**src/rtl/param_stopwatch_core.sv**
```systemverilog
// Purpose : BCD stopwatch core: IDLE -> PREPARE countdown -> up/down BCD count -> RESULT blink.
// Latency : all outputs are registered state or decoded from it; input pulses act on the next clk edge.
// Backpress: none; control inputs are single-cycle pulses and are ignored in states that do not use them.
//
// Ports:
//   clk                         system clock, all logic on its rising edge
//   rst                         synchronous active-low reset
//   start/stop/pause/dir_toggle debounced single-cycle control pulses
//   state                       IDLE=0 PREPARE=1 COUNTING=2 PAUSED=3 RESULT=4
//   dir_down                    0 = count up, 1 = count down
//   count                       packed BCD, digit 0 in bits [3:0]
//   led                         status / progress / blink pattern
//   done                        high only in RESULT
module param_stopwatch_core #(
  parameter int DIGITS    = 3,
  parameter int TICK_DIV  = 1_000_000,
  parameter int PREP_DIV  = 100_000_000,
  parameter int PREP_SECS = 3,
  parameter int BLINKS    = 4,
  parameter int LED_W     = 10
) (
  input  logic                  clk,
  input  logic                  rst,
  input  logic                  start,
  input  logic                  stop,
  input  logic                  pause,
  input  logic                  dir_toggle,
  output logic [2:0]            state,
  output logic                  dir_down,
  output logic [4*DIGITS-1:0]   count,
  output logic [LED_W-1:0]      led,
  output logic                  done
);

  localparam int CW = 4 * DIGITS;

  localparam logic [2:0] S_IDLE   = 3'd0;
  localparam logic [2:0] S_PREP   = 3'd1;
  localparam logic [2:0] S_COUNT  = 3'd2;
  localparam logic [2:0] S_PAUSED = 3'd3;
  localparam logic [2:0] S_RESULT = 3'd4;

  // One phase counter serves both the prepare interval and the blink
  // half-period, so it is sized for the larger of the two. 64-bit math keeps
  // PREP_SECS*PREP_DIV from overflowing during elaboration.
  localparam longint unsigned PREP_TOTAL = longint'(PREP_SECS) * longint'(PREP_DIV);
  localparam longint unsigned PHASE_MAX  = (PREP_TOTAL > longint'(PREP_DIV)) ? PREP_TOTAL
                                                                            : longint'(PREP_DIV);
  localparam int PW = $clog2(PHASE_MAX) + 1;
  localparam int TW = $clog2(TICK_DIV) + 1;
  localparam int BW = $clog2(BLINKS + 1) + 1;

  localparam logic [PW-1:0] PREP_LAST  = PW'(PREP_TOTAL - 1);
  localparam logic [PW-1:0] BLINK_LAST = PW'(PREP_DIV - 1);
  localparam logic [TW-1:0] TICK_LAST  = TW'(TICK_DIV - 1);
  localparam logic [BW-1:0] BLINK_CNT  = BW'(BLINKS);
  localparam logic [CW-1:0] BCD_MAX    = {DIGITS{4'h9}};

  // Registered state
  logic [2:0]    r_state;
  logic          r_dir;
  logic [CW-1:0] r_count;
  logic [PW-1:0] r_phase;
  logic [TW-1:0] r_tick;
  logic [BW-1:0] r_blinks;
  logic          r_blink_lvl;

  // Next-state values
  logic [2:0]    w_state_nxt;
  logic          w_dir_nxt;
  logic [CW-1:0] w_count_nxt;
  logic [PW-1:0] w_phase_nxt;
  logic [TW-1:0] w_tick_nxt;
  logic [BW-1:0] w_blinks_nxt;
  logic          w_blink_lvl_nxt;
  logic          w_go_result;
  logic          w_at_end;
  logic [3:0]    w_msd;

  // BCD +1 with ripple carry between digits. Callers never pass MAX, so the
  // carry out of the top digit is never needed.
  function automatic logic [CW-1:0] bcd_inc(input logic [CW-1:0] v);
    logic [CW-1:0] r;
    logic          c;
    r = v;
    c = 1'b1;
    for (int i = 0; i < DIGITS; i++) begin
      if (c) begin
        if (v[4*i +: 4] >= 4'd9) begin
          r[4*i +: 4] = 4'd0;
          c           = 1'b1;
        end else begin
          r[4*i +: 4] = v[4*i +: 4] + 4'd1;
          c           = 1'b0;
        end
      end
    end
    return r;
  endfunction

  // BCD -1 with ripple borrow between digits. Callers never pass zero.
  function automatic logic [CW-1:0] bcd_dec(input logic [CW-1:0] v);
    logic [CW-1:0] r;
    logic          b;
    r = v;
    b = 1'b1;
    for (int i = 0; i < DIGITS; i++) begin
      if (b) begin
        if (v[4*i +: 4] == 4'd0) begin
          r[4*i +: 4] = 4'd9;
          b           = 1'b1;
        end else begin
          r[4*i +: 4] = v[4*i +: 4] - 4'd1;
          b           = 1'b0;
        end
      end
    end
    return r;
  endfunction

  // Terminal value for the current direction; stepping stops here, which is
  // what makes the count saturate instead of wrapping.
  assign w_at_end = r_dir ? (r_count == '0) : (r_count == BCD_MAX);

  always_comb begin
    w_state_nxt     = r_state;
    w_dir_nxt       = r_dir;
    w_count_nxt     = r_count;
    w_phase_nxt     = r_phase;
    w_tick_nxt      = r_tick;
    w_blinks_nxt    = r_blinks;
    w_blink_lvl_nxt = r_blink_lvl;
    w_go_result     = 1'b0;

    case (r_state)
      S_IDLE: begin
        if (dir_toggle) begin
          w_dir_nxt = ~r_dir;
        end
        // A toggle in the same cycle as start already picks the load value.
        if (start) begin
          w_state_nxt = S_PREP;
          w_phase_nxt = '0;
          w_count_nxt = w_dir_nxt ? BCD_MAX : '0;
        end
      end

      S_PREP: begin
        if (r_phase == PREP_LAST) begin
          w_state_nxt = S_COUNT;
          w_phase_nxt = '0;
          w_tick_nxt  = '0;
        end else begin
          w_phase_nxt = r_phase + PW'(1);
        end
      end

      S_COUNT: begin
        // stop/pause take the whole cycle: a coinciding tick is dropped and
        // the tick phase stays where it was.
        if (stop) begin
          w_go_result = 1'b1;
        end else if (pause) begin
          w_state_nxt = S_PAUSED;
        end else if (w_at_end) begin
          w_go_result = 1'b1;
        end else if (r_tick == TICK_LAST) begin
          w_tick_nxt  = '0;
          w_count_nxt = r_dir ? bcd_dec(r_count) : bcd_inc(r_count);
        end else begin
          w_tick_nxt = r_tick + TW'(1);
        end
      end

      S_PAUSED: begin
        // Tick phase is left untouched so the resume continues mid-step.
        if (stop) begin
          w_go_result = 1'b1;
        end else if (pause || start) begin
          w_state_nxt = S_COUNT;
        end
      end

      S_RESULT: begin
        if (start) begin
          w_state_nxt = S_IDLE;
          w_phase_nxt = '0;
        end else if (r_blinks < BLINK_CNT) begin
          if (r_phase == BLINK_LAST) begin
            w_phase_nxt     = '0;
            w_blink_lvl_nxt = ~r_blink_lvl;
            w_blinks_nxt    = r_blinks + BW'(1);
          end else begin
            w_phase_nxt = r_phase + PW'(1);
          end
        end
      end

      default: begin
        w_state_nxt = S_IDLE;
      end
    endcase

    // Common entry into RESULT: blink sequence restarts from all-ones.
    if (w_go_result) begin
      w_state_nxt     = S_RESULT;
      w_phase_nxt     = '0;
      w_blinks_nxt    = '0;
      w_blink_lvl_nxt = 1'b1;
    end
  end

  always_ff @(posedge clk) begin
    if (!rst) begin
      r_state     <= S_IDLE;
      r_dir       <= 1'b0;
      r_count     <= '0;
      r_phase     <= '0;
      r_tick      <= '0;
      r_blinks    <= '0;
      r_blink_lvl <= 1'b1;
    end else begin
      r_state     <= w_state_nxt;
      r_dir       <= w_dir_nxt;
      r_count     <= w_count_nxt;
      r_phase     <= w_phase_nxt;
      r_tick      <= w_tick_nxt;
      r_blinks    <= w_blinks_nxt;
      r_blink_lvl <= w_blink_lvl_nxt;
    end
  end

  // Most-significant digit drives the progress LED while counting.
  assign w_msd = r_count[CW-1 -: 4];

  always_comb begin
    led = '1;
    case (r_state)
      S_PREP: begin
        led = '0;
      end
      S_COUNT, S_PAUSED: begin
        if (32'(w_msd) < LED_W) begin
          led = LED_W'(1) << w_msd;
        end else begin
          led = '1;
        end
      end
      S_RESULT: begin
        led = {LED_W{r_blink_lvl}};
      end
      default: begin
        led = '1;
      end
    endcase
  end

  assign state    = r_state;
  assign dir_down = r_dir;
  assign count    = r_count;
  assign done     = (r_state == S_RESULT);

endmodule

```
**config.mk**
```make
export PLATFORM = sky130hd
export DESIGN_NAME = param_stopwatch_core
export DESIGN_NICKNAME = d
export VERILOG_FILES = /design/src/rtl/param_stopwatch_core.sv
export SDC_FILE = /design/constraint.sdc
export NUM_CORES = 1
export LEC_CHECK = 0
export ABC_AREA = 1
export CAP_MARGIN = 20
export CORE_MARGIN = 5
export CORE_UTILIZATION = 55
export DETAILED_ROUTE_END_ITERATION = 6
export DONT_BUFFER_PORTS = 1
export PLACE_DENSITY = 0.73
export SLEW_MARGIN = 20
export SYNTH_ARGS = -nofsm -noshare
export SYNTH_HDL_FRONTEND = slang
export SYNTH_SLANG_ARGS = --single-unit
```
**constraint.sdc**
```tcl
create_clock -name clk -period 1.8 [get_ports clk]
set_clock_uncertainty 0.05 [all_clocks]
set_input_delay 0.36 -clock clk [delete_from_list [all_inputs] [get_ports clk]]
set_output_delay 0.36 -clock clk [all_outputs]
set_load 0.1 [all_outputs]
```
==> summary.txt, run 1 <==
Status
  • Status: complete, but fails checks
  • Failing checks: setup timing

Detailed routing
  • DRT Pass-1 Iters: 7
  • Wire length per cell: around 17 um
  • Vias/cell: ~5.7
  • DRC violations left: 0
  • Antenna Nets Post-Route: 0
  • Via count: ~6500
  • Total Wirelength: around 19 mm
  • DRT iter0 DRCs: slightly above 700

Power and ir drop
  • Register share of total power: 0.148
  • Clk pwr share: 0.089
  • Leakage: 3.22 nW
  • PwrDens: about 2000 nW/um^2
  • Switch Pwr: a little under 9 mW
  • Comb power frac: 0.763
  • VDD IR max: ~0.0017 V
  • Int Power: 6.95 mW
  • Sw Ratio: 0.563

Timing
  • Max-slew violations: 0
  • Tmin final: 2.07 ns
  • Slack of the critical path: -0.266 ns
  • Rel. slew slack: 0.762
  • Fin crit share: 1.15
  • Worst-margin pin slew: approximately 0.35 ns
  • Peak Freq: slightly below 500 MHz
  • Final hold vios: 0
  • Hold WS: ~0.044 ns
  • Count of final setup violators: 40
  • Unrepaired setup endpoints after global routing: yes

Floorplanning
  • FP Rows: 36
  • # IOs: 33
  • Die H: about 110 um
  • Initial core utilization: 0.560
  • Core Area: 9680 sq um
  • Die Width: 109 um
  • Die area: about 12000 sq um

Logic synthesis
  • Multiplexer share of the synthesized area: 0
  • Mapped cell area: 5430 sq um
  • Post-Synthesis Cells: just under 900
  • Register area share after synthesis: 0.266
  • Count leader, synth: nand2_1
  • Synth area leaders: dfxtp_1 27%, nand2_1 16%, nor2_1 11%
  • Post-synth EDFFs: 0
  • Post-Synth XOR/XNOR Area: 0.0371
  • Fraction of registers with async set/reset: 0
  • Most used DFF post-synth: dfxtp_1
  • Compound-Gate Fraction of Synth Area: 0.0823
  • Dominant cell type by area after synthesis: dfxtp_1
  • Synthesized Nets: just over 900
  • #FFs+latches synth: a little over 70
  • Combinational family with the most area after synthesis: simple AND/OR/NAND/NOR gates
  • Syn Area/Cell: 6.07 sq um
  • Netlist cell types: between 40 and 50
  • Syn. warnings: 0
  • Post-synthesis simple-gate area fraction: 0.480
  • Synth cell count leaders: 237 x nand2_1, 158 x nor2_1, 90 x inv_1, 85 x nand3_1, 72 x dfxtp_1
  • Adder-cell share of the synthesized area: 0.0369
  • Top-area cell type share of the netlist area: 0.266

Clocking
  • # clock sinks: 72
  • Clk root buf: clkbuf_8
  • CTS clk-pin slew, worst paths: ~0.08 ns
  • CTS tree: done
  • CTS hold repair buffers: 0
  • H-tree Lvls: 3
  • Longest Clk Path Bufs: 2
  • Cts bufs inserted: 9
  • Worst skew pair latency: approximately 0.38 ns

Layout
  • Share of cells above drive strength 1: 0.383
  • Ant diodes: 0
  • Final nets: slightly above 1000
  • Area Growth Syn to Fin: 46.4%
  • Non-filler cells in the finished layout: between 1000 and 1500

Setup path
  • Worst Setup Start Kind: flop
  • Reg2reg start: r_phase[1]
  • Critical path endpoint category: output pin
  • Worst Setup Path Type: reg2out
  • Worst reg2reg path depth: 12
  • CP Max Fanout: 8
  • R2r endpoint: r_phase[16]
  • Worst path arrival time: around 1.7 ns
  • Reg-to-reg setup timing slack: -0.04 ns
  • WP data required: 1.39 ns

Placement
  • Dpl cells: approximately 1100
  • DP HPWL: about 12 mm
  • Pre-CTS WS: -0.0321 ns
  • Port buffer count: 0
  • RePlAce Congestion: about 0.95

Flow run
  • Max-Cap Viols: 0

Global routing
  • Antenna violations before repair: 0
  • Congestion Overflow GR: 0
  • Vias in the first global route: ~5800
  • Largest net degree at the start of global routing: 26
  • First-pass GRT wire length: between 20 and 30 mm
  • Overall Global Routing Usage: 0.283

Worst hold path
  • Hold-critical path depth: 2
  • Worst min-delay path class: in2reg
  • Hold wc startpoint: rst
  • Hold endpoint: count[5]
-- what timing repair did --
item	4_1_cts	5_1_grt
pin swaps	25	71
gates resized for setup	49	164
setup endpoints to repair	37	80
cloned	5	4
buffers inserted	15	22
-- placed cells by master (no fill, tap or decap), types with 8 or more instances in the layout --
master	count
nand3_1	55
dfxtp_1	43
buf_12	17
inv_1	75
nor3_1	17
nand4_1	17
buf_4	84
inv_4	8
a21oi_2	24
a21oi_1	9
xor2_1	19
nor2_2	22
dfxtp_2	17
o21ai_0	17
nand3_2	30
o21ai_4	12
nand2_4	16
nand2_1	207
nor2_1	131
nand2_2	27
clkbuf_8	10
buf_6	12
inv_2	20
dfxtp_4	12
nor2_4	23
-- state kept, by name, indices dropped and copies added, names as in the netlist --
name	cells
state	3
r_tick	21
r_blinks	4
count	12
dir_down	1
r_phase	30
r_blink_lvl	1
-- kinds of logic after synthesis --
family	Yosys count
XOR/XNOR	23
adder cells (fa/ha/maj)	16
AO/OA/AOI/OAI	81
flip-flops	72
buffers and inverters	128
AND/OR/NAND/NOR	574
-- critical path, stage by stage (launching register included) --
cell	delay, ns
dfxtp_4	0.39
nor2_4	0.13
nand2_2	0.08
nand2_2	0.10
inv_2	0.06
buf_12	0.15
o21ai_4	0.18
buf_12	0.19
-- final cells by class --
cell class	count	area, sq um
clock buffers	12	188
clock inverters	4	30.0
fillers	624	1740
inverters	107	439
multi-input cells	699	4400
flip-flops and latches	72	1510
well taps	133	166
repair buffers	118	1210
-- power by group through the flow --
stage	registers (mW)	clock network [mW]	logic (mW)
detailed placement	2.31	0	9.31
global placement	2.29	0	9.14
floorplan	3.43	0	5.52
finish	2.35	1.41	12.1
CTS	2.28	1.41	10.2
global route	2.38	1.48	12.7
-- stage by stage --
| stage | TNS (ns) | util | cell area, sq um | power [mW] |
|---|---|---|---|---|
| global placement | 0 | 0.673 | 6510 | 11.4 |
| global route | -7.41 | 0.821 | 7950 | 16.6 |
| CTS | -2.01 | 0.728 | 7050 | 13.9 |
| floorplan | -8.04 | - | 5710 | 8.95 |
| detailed placement | -0.101 | 0.673 | 6510 | 11.6 |
| finish | -3.02 | 0.821 | 7950 | 15.9 |
-- worst max-delay path by stage --
stage | from | endpoint | depth (start not counted)
after floorplan | state[2] | led[1] | 5
after global placement | r_phase[15] | r_phase[28] | 8
after detailed placement | count[4] | r_phase[2] | 14
after CTS | state[2] | led[4] | 7
after global routing | state[2] | led[1] | 7
final | state[2] | led[1] | 7
-- routing by layer --
| layer | track usage | share of wire |
|---|---|---|
| met1 | 0.375 | 0.41 |
| met2 | 0.467 | 0.48 |
| met3 | 0.0487 | 0.083 |
| met4 | 0.0944 | 0.030 |
| met5 | 0 | 0 |
(Power assumes the default switching activity.)
==> inputs of run 2 (changes only) <==
- ABC_AREA: 1 -> default
==> run 2 against run 1 <==
Net effect:
- the run ends with DRC, setup timing left
- utilization increased by 9.0 points
- via count decreased by 2.3%
- largest power group is now registers
- sequential cell count unchanged
- worst setup slack got worse by 0.63 ns
- routed wire length increased by 16%
- clock-buffer cell count unchanged
- design area decreased by 5.4%
- cell count decreased by 22%
- first-iteration DRC count increased by 7.7%
- combinational power decreased by 87%
- non-clock buffer count increased by 85
- clock power decreased by 12%
==> summary.txt, run 2 <==
Status
  • Status: complete, but fails checks
  • Failing checks: DRC, setup timing

Logic synthesis
  • Register area share after synthesis: 0.308 (+0.0421)
  • Dominant cell type by area after synthesis: dfxtp_1
  • Post-synth EDFFs: 0 (unchanged)
  • Synthesized Nets: 623 (-32%)
  • Most used DFF post-synth: dfxtp_1
  • Mapped cell area: 4680 sq um (-14%)
  • Top-area cell type share of the netlist area: 0.308 (+0.0421)
  • #FFs+latches synth: 72 (unchanged)
  • Fraction of registers with async set/reset: 0 (unchanged)
  • Syn Area/Cell: 7.79 sq um (+28%)
  • Netlist cell types: 72 (+64%)
  • Post-Synthesis Cells: 601 (-33%)
  • Syn. warnings: 0 (unchanged)
  • Synth cell count leaders: 72 x dfxtp_1, 72 x nand2_1, 65 x nor2_1, 35 x nand3_1, 35 x o21ai_0
  • Synth area leaders: dfxtp_1 31%, nand2_1 5.8%, nor2_1 5.2%

Detailed routing
  • Total Wirelength: 22.2 mm (+16%)
  • DRT iter0 DRCs: 765 (+7.7%)
  • DRT Pass-1 Iters: 7 (unchanged)
  • DRC violations left: 11 (+11)
  • Vias/cell: 7.10 (+25%)
  • Wire length per cell: 25.0 um (+49%)
  • Antenna Nets Post-Route: 0 (unchanged)
  • Via count: 6325 (-2.3%)

Global routing
  • Overall Global Routing Usage: 0.336 (+0.0530)
  • First-pass GRT wire length: 27.8 mm (+2.5%)
  • Congestion Overflow GR: 0 (unchanged)
  • Largest net degree at the start of global routing: 31 (+19%)
  • Antenna violations before repair: 0 (unchanged)
  • Vias in the first global route: 5721 (-1.2%)

Setup path
  • CP Max Fanout: 4 (-4)
  • Worst path arrival time: 2.87 ns (+1.21 ns)
  • Reg-to-reg setup timing slack: -0.90 ns (-0.86 ns)
  • Critical path endpoint category: flop
  • Reg2reg start: r_phase[12]
  • Worst Setup Start Kind: flop
  • R2r endpoint: r_tick[9]
  • WP data required: 1.97 ns (+0.58 ns)
  • Worst reg2reg path depth: 7 (-5)
  • Worst Setup Path Type: reg2reg

Timing
  • Worst-margin pin slew: 0.572 ns (+0.218 ns)
  • Peak Freq: 371 MHz (-23%)
  • Count of final setup violators: 82 (+110%)
  • Fin crit share: 1.50 (+0.351)
  • Slack of the critical path: -0.898 ns (-0.632 ns)
  • Unrepaired setup endpoints after global routing: yes
  • Tmin final: 2.70 ns (+0.632 ns)
  • Final hold vios: 0 (unchanged)
  • Rel. slew slack: 0.617 (-0.145)
  • Max-slew violations: 0 (unchanged)

Layout
  • Final nets: 804 (-22%)
  • Ant diodes: 0 (unchanged)
  • Post-route cell area: 7520 sq um (-5.4%)
  • Most frequent cells in the layout: 164 x buf_4, 58 x nand2_1, 57 x nor2_1
  • Most common cell after layout, fill and taps aside: buf_4
  • Most flop-heavy register: r_phase
  • Largest register FFs: 30 (unchanged)
  • Share of cells above drive strength 1: 0.476 (+0.0924)
  • Fillers: 302 (-52%)
  • Final Util: 0.911 (+0.0898)
  • Area Growth Syn to Fin: 60.5%
  • Non-filler cells in the finished layout: 891 (-22%)

Placement
  • Dpl cells: 845 (-22%)
  • DP Area: 6410 sq um (-1.7%)
  • DP HPWL: 10.2 mm (-14%)
  • Port buffer count: 0 (unchanged)
  • Pre-CTS WS: -0.689 ns (-0.657 ns)
  • RePlAce Congestion: 0.928 (-2.3%)

Power and ir drop
  • VDD IR max: 0.000542 V (-68%)
  • Leakage: 2.86 nW (-11%)
  • PwrDens: 590 nW/um^2 (-70%)

Clocking
  • # clock sinks: 72 (unchanged)
  • Worst skew pair latency: 0.36 ns (-0.02 ns)
  • CTS tree: done
  • Longest Clk Path Bufs: 2 (unchanged)
  • H-tree Lvls: 3 (unchanged)
  • Cts bufs inserted: 9 (unchanged)
  • CTS clk-pin slew, worst paths: 0.09 ns (about the same)
  • CTS hold repair buffers: 0 (unchanged)
  • Clk root buf: clkbuf_8

Floorplanning
  • Die H: 102 um (-6.4%)
  • FP Rows: 33 (-8.3%)
  • Initial core utilization: 0.567 (+0.00681)
  • Die area: 10500 sq um (-12%)
  • Die Width: 102 um (-6.4%)
  • Core Area: 8260 sq um (-15%)
  • # IOs: 33 (unchanged)

Worst hold path
  • Worst min-delay path class: in2reg
  • Hold endpoint: count[11]
  • Hold-critical path depth: 1 (-1)
  • Hold wc startpoint: rst

Flow run
  • Max-Cap Viols: 0 (unchanged)
==> run 2: layer usage <==
metal | routed length [um] | GRT usage | vias to the layer above
li1 | - | - | 2551
met1 | 7420 | 0.375 | 2951
met2 | 10200 | 0.608 | 572
met3 | 2430 | 0.0717 | 251
met4 | 2200 | 0.157 | 0
met5 | 0 | 0 | -
==> run 2: kinds of logic after synthesis <==
family / count (synthesis) / synth area share
multiplexers: 6 / 0.0128
adder cells (fa/ha/maj): 16 / 0.0427
AO/OA/AOI/OAI: 140 / 0.203
AND/OR/NAND/NOR: 291 / 0.333
flip-flops: 72 / 0.308
buffers and inverters: 47 / 0.0465
XOR/XNOR: 29 / 0.0542
==> run 2: through the flow <==
step | setup TNS (ns) | hold WS [ns] | power (mW)
final | -48.97 | 0.0774 | 4.44
after global routing | -54.85 | 0.0672 | 4.54
after CTS | -39.04 | 0.0759 | 4.16
after detailed placement | -36.72 | 0.446 | 2.90
after global placement | -34.24 | 0.421 | 2.87
after floorplan | -40.61 | 0.401 | 2.54
==> run 2: how the worst max path moves through the flow <==
stage / slack [ns] / startpoint / cells after the start / to
2_1_floorplan: -0.62 / count[0] / 9 / r_tick[14]
3_3_place_gp: -0.62 / r_phase[25] / 6 / r_blinks[1]
3_5_place_dp: -0.69 / r_phase[25] / 6 / r_blinks[1]
4_1_cts: -0.61 / r_phase[12] / 6 / r_tick[4]
5_1_grt: -0.91 / r_phase[12] / 7 / r_tick[9]
6_report: -0.90 / r_phase[12] / 7 / r_tick[9]
==> run 2: power breakdown <==
group          leakage, nW  switching [mW]  internal (mW)
Combinational         2.18           0.980          0.584
Sequential           0.595          0.0269           1.61
Clock               0.0862           0.706          0.532
==> run 2: repair_timing <==
action	in CTS	in global routing
resized for setup	97	56
setup buffers	17	13
endpoints found under the setup margin	82	82
pin swaps	52	30
cloned	2	3
==> run 2: critical path, stage by stage, from the launching register on <==
cell and delay [ns]:
dfxtp_2 0.33, or4b_4 0.55, or4b_4 0.52, nor3_4 0.24, a22oi_2 0.17, buf_4 0.21
o211ai_1 0.31, o41ai_2 0.18
==> run 2: area by class of cell <==
type,count,area [sq um],share of cell area
clock buffer,12,145,0.0193
timing repair buffer,203,1820,0.243
sequential,72,1500,0.200
multi-input combinational,483,3840,0.511
inverter,13,58.8,0.00782
tap,105,131,0.0175
clock inverter,3,18.8,0.00250
